===== src/rtl/icache_responder_if.sv =====
// Fetch-side and memory-side handshake bundle for the instruction cache.
interface icache_responder_if;
    // datapath fetch port
    logic        dpif_imemREN;
    logic [31:0] dpif_imemaddr;
    logic        dpif_ihit;
    logic [31:0] dpif_imemload;
    // memory controller instruction port
    logic        ccif_iREN;
    logic [31:0] ccif_iaddr;
    logic        ccif_iwait;
    logic [31:0] ccif_iload;

    // cache side
    modport slave (
        input  dpif_imemREN, dpif_imemaddr, ccif_iwait, ccif_iload,
        output dpif_ihit, dpif_imemload, ccif_iREN, ccif_iaddr
    );

    // environment side (datapath + memory controller)
    modport master (
        output dpif_imemREN, dpif_imemaddr, ccif_iwait, ccif_iload,
        input  dpif_ihit, dpif_imemload, ccif_iREN, ccif_iaddr
    );
endinterface


===== src/rtl/icache_responder.sv =====
// Direct-mapped, read-only, one-word-per-line instruction cache.
// Hits answer in the same cycle; misses fetch one word from memory.
module icache_responder #(
    parameter int unsigned SETS = 16
) (
    input  logic                  CLK,
    input  logic                  nRST,
    icache_responder_if.slave     bus,
    output logic [31:0]           hit_count,
    output logic [31:0]           miss_count
);
    localparam int unsigned IDX_W = $clog2(SETS);
    localparam int unsigned TAG_W = 30 - IDX_W;

    typedef enum logic {IDLE, FETCH} state_t;

    state_t             state;
    logic [SETS-1:0]    valid;
    logic [TAG_W-1:0]   tag_arr  [SETS];
    logic [31:0]        data_arr [SETS];
    logic [31:0]        lat_addr;
    logic [31:0]        last_load;

    logic [IDX_W-1:0]   req_idx;
    logic [TAG_W-1:0]   req_tag;
    logic [IDX_W-1:0]   lat_idx;
    logic [TAG_W-1:0]   lat_tag;
    logic               hit;

    // Address split and zero-latency hit detection (only while idle).
    always_comb begin
        req_idx = bus.dpif_imemaddr[IDX_W+1:2];
        req_tag = bus.dpif_imemaddr[31:IDX_W+2];
        lat_idx = lat_addr[IDX_W+1:2];
        lat_tag = lat_addr[31:IDX_W+2];
        hit     = (state == IDLE) && bus.dpif_imemREN && valid[req_idx]
                  && (tag_arr[req_idx] == req_tag);
    end

    // Output drive; imemload holds the last hit word so it reads 0 until the first hit.
    always_comb begin
        bus.dpif_ihit     = hit;
        bus.dpif_imemload = hit ? data_arr[req_idx] : last_load;
        bus.ccif_iREN     = (state == FETCH);
        bus.ccif_iaddr    = (state == FETCH) ? (lat_addr & 32'hFFFF_FFFC) : '0;
    end

    // Fill FSM, line array update and hit/miss counters.
    always_ff @(posedge CLK) begin
        if (!nRST) begin
            state      <= IDLE;
            valid      <= '0;
            lat_addr   <= '0;
            last_load  <= '0;
            hit_count  <= '0;
            miss_count <= '0;
        end else begin
            case (state)
                IDLE: begin
                    if (hit) begin
                        hit_count <= hit_count + 32'd1;
                        last_load <= data_arr[req_idx];
                    end else if (bus.dpif_imemREN) begin
                        lat_addr <= bus.dpif_imemaddr;
                        state    <= FETCH;
                    end
                end
                FETCH: begin
                    if (!bus.ccif_iwait) begin
                        data_arr[lat_idx] <= bus.ccif_iload;
                        tag_arr[lat_idx]  <= lat_tag;
                        valid[lat_idx]    <= 1'b1;
                        miss_count        <= miss_count + 32'd1;
                        state             <= IDLE;
                    end
                end
                default: state <= IDLE;
            endcase
        end
    end
endmodule


===== src/flat_wrapper.sv =====
// flat-port wrapper written by rule: the top's interface ports become plain ports
module icache_responder_flat 
#(
    parameter int unsigned SETS = 16
)
  (CLK, nRST, hit_count, miss_count, bus_dpif_imemREN, bus_dpif_imemaddr, bus_ccif_iwait, bus_ccif_iload, bus_dpif_ihit, bus_dpif_imemload, bus_ccif_iREN, bus_ccif_iaddr);
  icache_responder_if bus_i ();
  input  logic CLK;
  input  logic nRST;
  output logic [31:0] hit_count;
  output logic [31:0] miss_count;
  input wire logic [$bits(bus_i.dpif_imemREN)-1:0] bus_dpif_imemREN;
  input wire logic [$bits(bus_i.dpif_imemaddr)-1:0] bus_dpif_imemaddr;
  input wire logic [$bits(bus_i.ccif_iwait)-1:0] bus_ccif_iwait;
  input wire logic [$bits(bus_i.ccif_iload)-1:0] bus_ccif_iload;
  output wire logic [$bits(bus_i.dpif_ihit)-1:0] bus_dpif_ihit;
  output wire logic [$bits(bus_i.dpif_imemload)-1:0] bus_dpif_imemload;
  output wire logic [$bits(bus_i.ccif_iREN)-1:0] bus_ccif_iREN;
  output wire logic [$bits(bus_i.ccif_iaddr)-1:0] bus_ccif_iaddr;
  assign bus_i.dpif_imemREN = bus_dpif_imemREN;
  assign bus_i.dpif_imemaddr = bus_dpif_imemaddr;
  assign bus_i.ccif_iwait = bus_ccif_iwait;
  assign bus_i.ccif_iload = bus_ccif_iload;
  assign bus_dpif_ihit = bus_i.dpif_ihit;
  assign bus_dpif_imemload = bus_i.dpif_imemload;
  assign bus_ccif_iREN = bus_i.ccif_iREN;
  assign bus_ccif_iaddr = bus_i.ccif_iaddr;
  icache_responder #(.SETS(SETS)) u_core (.CLK(CLK), .nRST(nRST), .bus(bus_i), .hit_count(hit_count), .miss_count(miss_count));
endmodule

===== config.mk =====
export PLATFORM = sky130hd
export DESIGN_NAME = icache_responder_flat
export DESIGN_NICKNAME = d
export VERILOG_FILES = /design/src/rtl/icache_responder_if.sv /design/src/rtl/icache_responder.sv /design/src/flat_wrapper.sv
export SDC_FILE = /design/constraint.sdc
export NUM_CORES = 1
export LEC_CHECK = 0
export CORE_MARGIN = 3
export CORE_UTILIZATION = 30
export CTS_CLUSTER_DIAMETER = 100
export DETAILED_ROUTE_END_ITERATION = 12
export SETUP_SLACK_MARGIN = 0.3
export SYNTH_ARGS = -nofsm -noshare
export SYNTH_HDL_FRONTEND = slang
export SYNTH_SLANG_ARGS = --single-unit

===== constraint.sdc =====
create_clock -name CLK -period 17.3 [get_ports CLK]
set_input_delay 1.73 -clock CLK [delete_from_list [all_inputs] [get_ports CLK]]
set_output_delay 1.73 -clock CLK [all_outputs]
set_load 0.02 [all_outputs]

==> reports/metrics.yaml <==
overflow: 0
antenna_found_initial: 10
synthTopCellsByArea: "edfxtp_1, mux4_2, dfxtp_1"
timing.final.crit_share: 0.557
cts_tree: "built"
grt_max_degree: 90
hold_ws_ns: 0.448
grt_pass1_vias: 21694
crit_start: "bus_dpif_imemaddr[4]"
skew_ns: 0.0434
numCtsBuffers: 106
worstMarginPinSlew_ns: 1.12
r2r_end: "u_core.lat_addr[23]"
cts_resized: 0
cp-endpoint: "bus_dpif_imemload[3]"
end_kind: "output port"
maxSlewViolCount: 0
h-tree-depth: 3
io_pins: 198
place_ws_ns: 7.63
clockPowerShare: 0.433
portBuffers: 193
cp_max_fo: 67
power.leakage_nw: 16.3
tns_ns: 0
fp.dieH_um: 381
first_pass_iters: 8
grt_pass1_wl_um: 151000
cts_setup_buffers: 0
yosys_warnings: 0
rows: 137
post-route-min-period_ns: 9.63
critPathLaunchType: "input pin"
via_per_inst: 4.89
fillCellCount: 12881
drv_cap: 0
wl_um: 104000
p_per_area_mw_per_mm2: 109
synthArstFlopShare: 0
dpl-instance-area_mm2: 0.0463
final_layout_size_suffix_gt1_frac: 0.198
finalSetupViolCount: 0
intPower_mw: 4.30
use_met1: 0.192
reg2reg_setup_slack_ns: 12.38
netlist_area_mm2: 0.0422
p_switching_mw: 1.14
ys.flop_type: "edfxtp_1"
hp-class: "reg -> reg"
grtUsageTotal: 0.140
slew-limit-headroom: 0.247
r2r-start: "u_core.tag_arr[15][11]"
cts.path.max_buffers: 3
synthCells: 2213
grt-busiest-layer: "met2"
required_ns: 15.57
synth_cell_types: 79
clk_pin_slew_ns: 0.06
seq_power_share: 0.522
fp.coreArea_mm2: 0.140
holdBufCountCts: 0
yosysSeqAreaShare: 0.728
ant_nets: 0
path_class: "in -> out"
r2r_cells: 11
cts-root-buf: "clkbuf_16"
swShare: 0.210
nets: 2498
post-dp-hpwl_um: 58000
hold_viol_final: 0
die_w_um: 381
vias: 21537
grtUsageMet3: 0.0289
ys_ff_latch: 1071
yosys.area.top_type: "edfxtp_1"
die-area_mm2: 0.145
syn_avg_cell_area_um2: 19.1
routedWlPerCell_um: 23.6
fmax_mhz: 104
synth_common_cells: "edfxtp_1, mux4_2, dfxtp_1"
yosys.area.top_type_share: 0.660
synth.most_common_cell: "edfxtp_1"
setup_ws_ns: 7.67
clock-sinks: 1071
fin_area_mm2: 0.0499
crit_arrival_ns: 7.90
rsz0062_at_grt: "false"
syn2layout_area_growth_pct: 18.1
total_power_mw: 5.44
use_met2: 0.228
place.gp.congestion: 0.772
remaining_drc_errors: 0
ir_worst_vdd_uv: 99.3
p_comb_frac: 0.044
drt-initial-drc-count: 1651
initial_core_util: 0.302
synth_edf_count: 928
outcome: "finished clean"
clock_latency_ns: 0.72
==> worst min-delay path by stage <==
stage / from / to / slack (ns) / cells after the start
after floorplan: u_core.valid[12] / u_core.valid[12] / 0.42 / 1
after global placement: u_core.valid[2] / u_core.valid[2] / 0.43 / 1
after detailed placement: u_core.valid[13] / u_core.valid[13] / 0.44 / 1
after CTS: u_core.valid[2] / u_core.valid[2] / 0.45 / 1
after global routing: u_core.valid[2] / u_core.valid[2] / 0.46 / 1
final: u_core.valid[2] / u_core.valid[2] / 0.45 / 1
==> worst max-delay path: stages <==
cell	delay (ns)
buf_6	0.44
buf_4	0.81
buf_4	0.70
mux4_2	0.40
mux2i_1	0.30
xnor2_1	0.19
a2111oi_2	0.38
o211ai_1	0.14
or4_1	0.44
or4_4	0.75
buf_4	0.44
mux2_1	0.45
clkdlybuf4s50_1	0.59
==> area by class of cell <==
cell class | instances | area, um2 | area share
timing repair buffer | 231 | 2220 | 0.0446
inverter | 11 | 42.5 | 0.000853
multi-input combinational | 1007 | 10900 | 0.219
clock inverter | 70 | 805 | 0.0161
antenna | 6 | 15.0 | 0.000301
sequential | 1071 | 30700 | 0.616
clock buffer | 129 | 2790 | 0.0559
tap | 1876 | 2350 | 0.0470
==> cell usage in the layout, fill, tap and decap left out, types with 16 or more instances in the layout <==
cell type	instances
edfxtp_1	928
a21o_1	16
clkbuf_16	107
dfxtp_1	142
nor2b_1	16
xor2_1	23
xnor2_1	26
nand3_1	43
mux2i_1	94
clkinv_1	29
nand2b_1	34
o311ai_1	16
clkbuf_1	19
clkinv_2	17
and2_1	67
mux2_2	18
o41ai_1	16
mux4_2	253
mux2_1	20
nand2_1	124
buf_4	38
clkdlybuf4s50_1	188
nor2_1	51
==> per-stage QoR <==
stage | util | instances
3_3_place_gp | 0.331 | 4196
4_1_cts | 0.357 | 4395
5_1_grt | 0.357 | 4395
2_1_floorplan | - | 2214
6_report | 0.357 | 4401
3_5_place_dp | 0.331 | 4196
==> power groups by stage <==
stage	logic [mW]	registers, mW	clock network [mW]
6_report	0.241	2.84	2.36
5_1_grt	0.260	2.84	2.52
4_1_cts	0.246	2.84	2.42
3_5_place_dp	0.246	2.90	0
3_3_place_gp	0.244	2.89	0
2_1_floorplan	0.154	2.89	0
==> layer usage <==
layer	up-vias	wire length [um]
met3	122	6290
met4	2	2020
met1	11388	45300
met2	630	50200
li1	9395	-
met5	-	13
==> kinds of logic (layout without fill, tap and decap cells) <==
logic type | Yosys count | in the layout | synth area share
AO/OA/AOI/OAI | 144 | 144 | 0.0259
XOR/XNOR | 49 | 49 | 0.0102
adder cells (fa/ha/maj) | 2 | 2 | 0.000592
buffers and inverters | 136 | 441 | 0.0162
flip-flops | 1071 | 1071 | 0.728
multiplexers | 385 | 385 | 0.167
other | 1 | 8 | 0.0000888
AND/OR/NAND/NOR | 425 | 425 | 0.0521
==> sequential cells by signal, summed over array words and instances, names as in the netlist <==
signal                flops
u_core.bus.ccif_iREN      1
u_core.data_arr         512
u_core.hit_count         32
u_core.last_load         32
u_core.lat_addr          30
u_core.miss_count        32
u_core.tag_arr          416
u_core.valid             16
(Power assumes the default switching activity.)
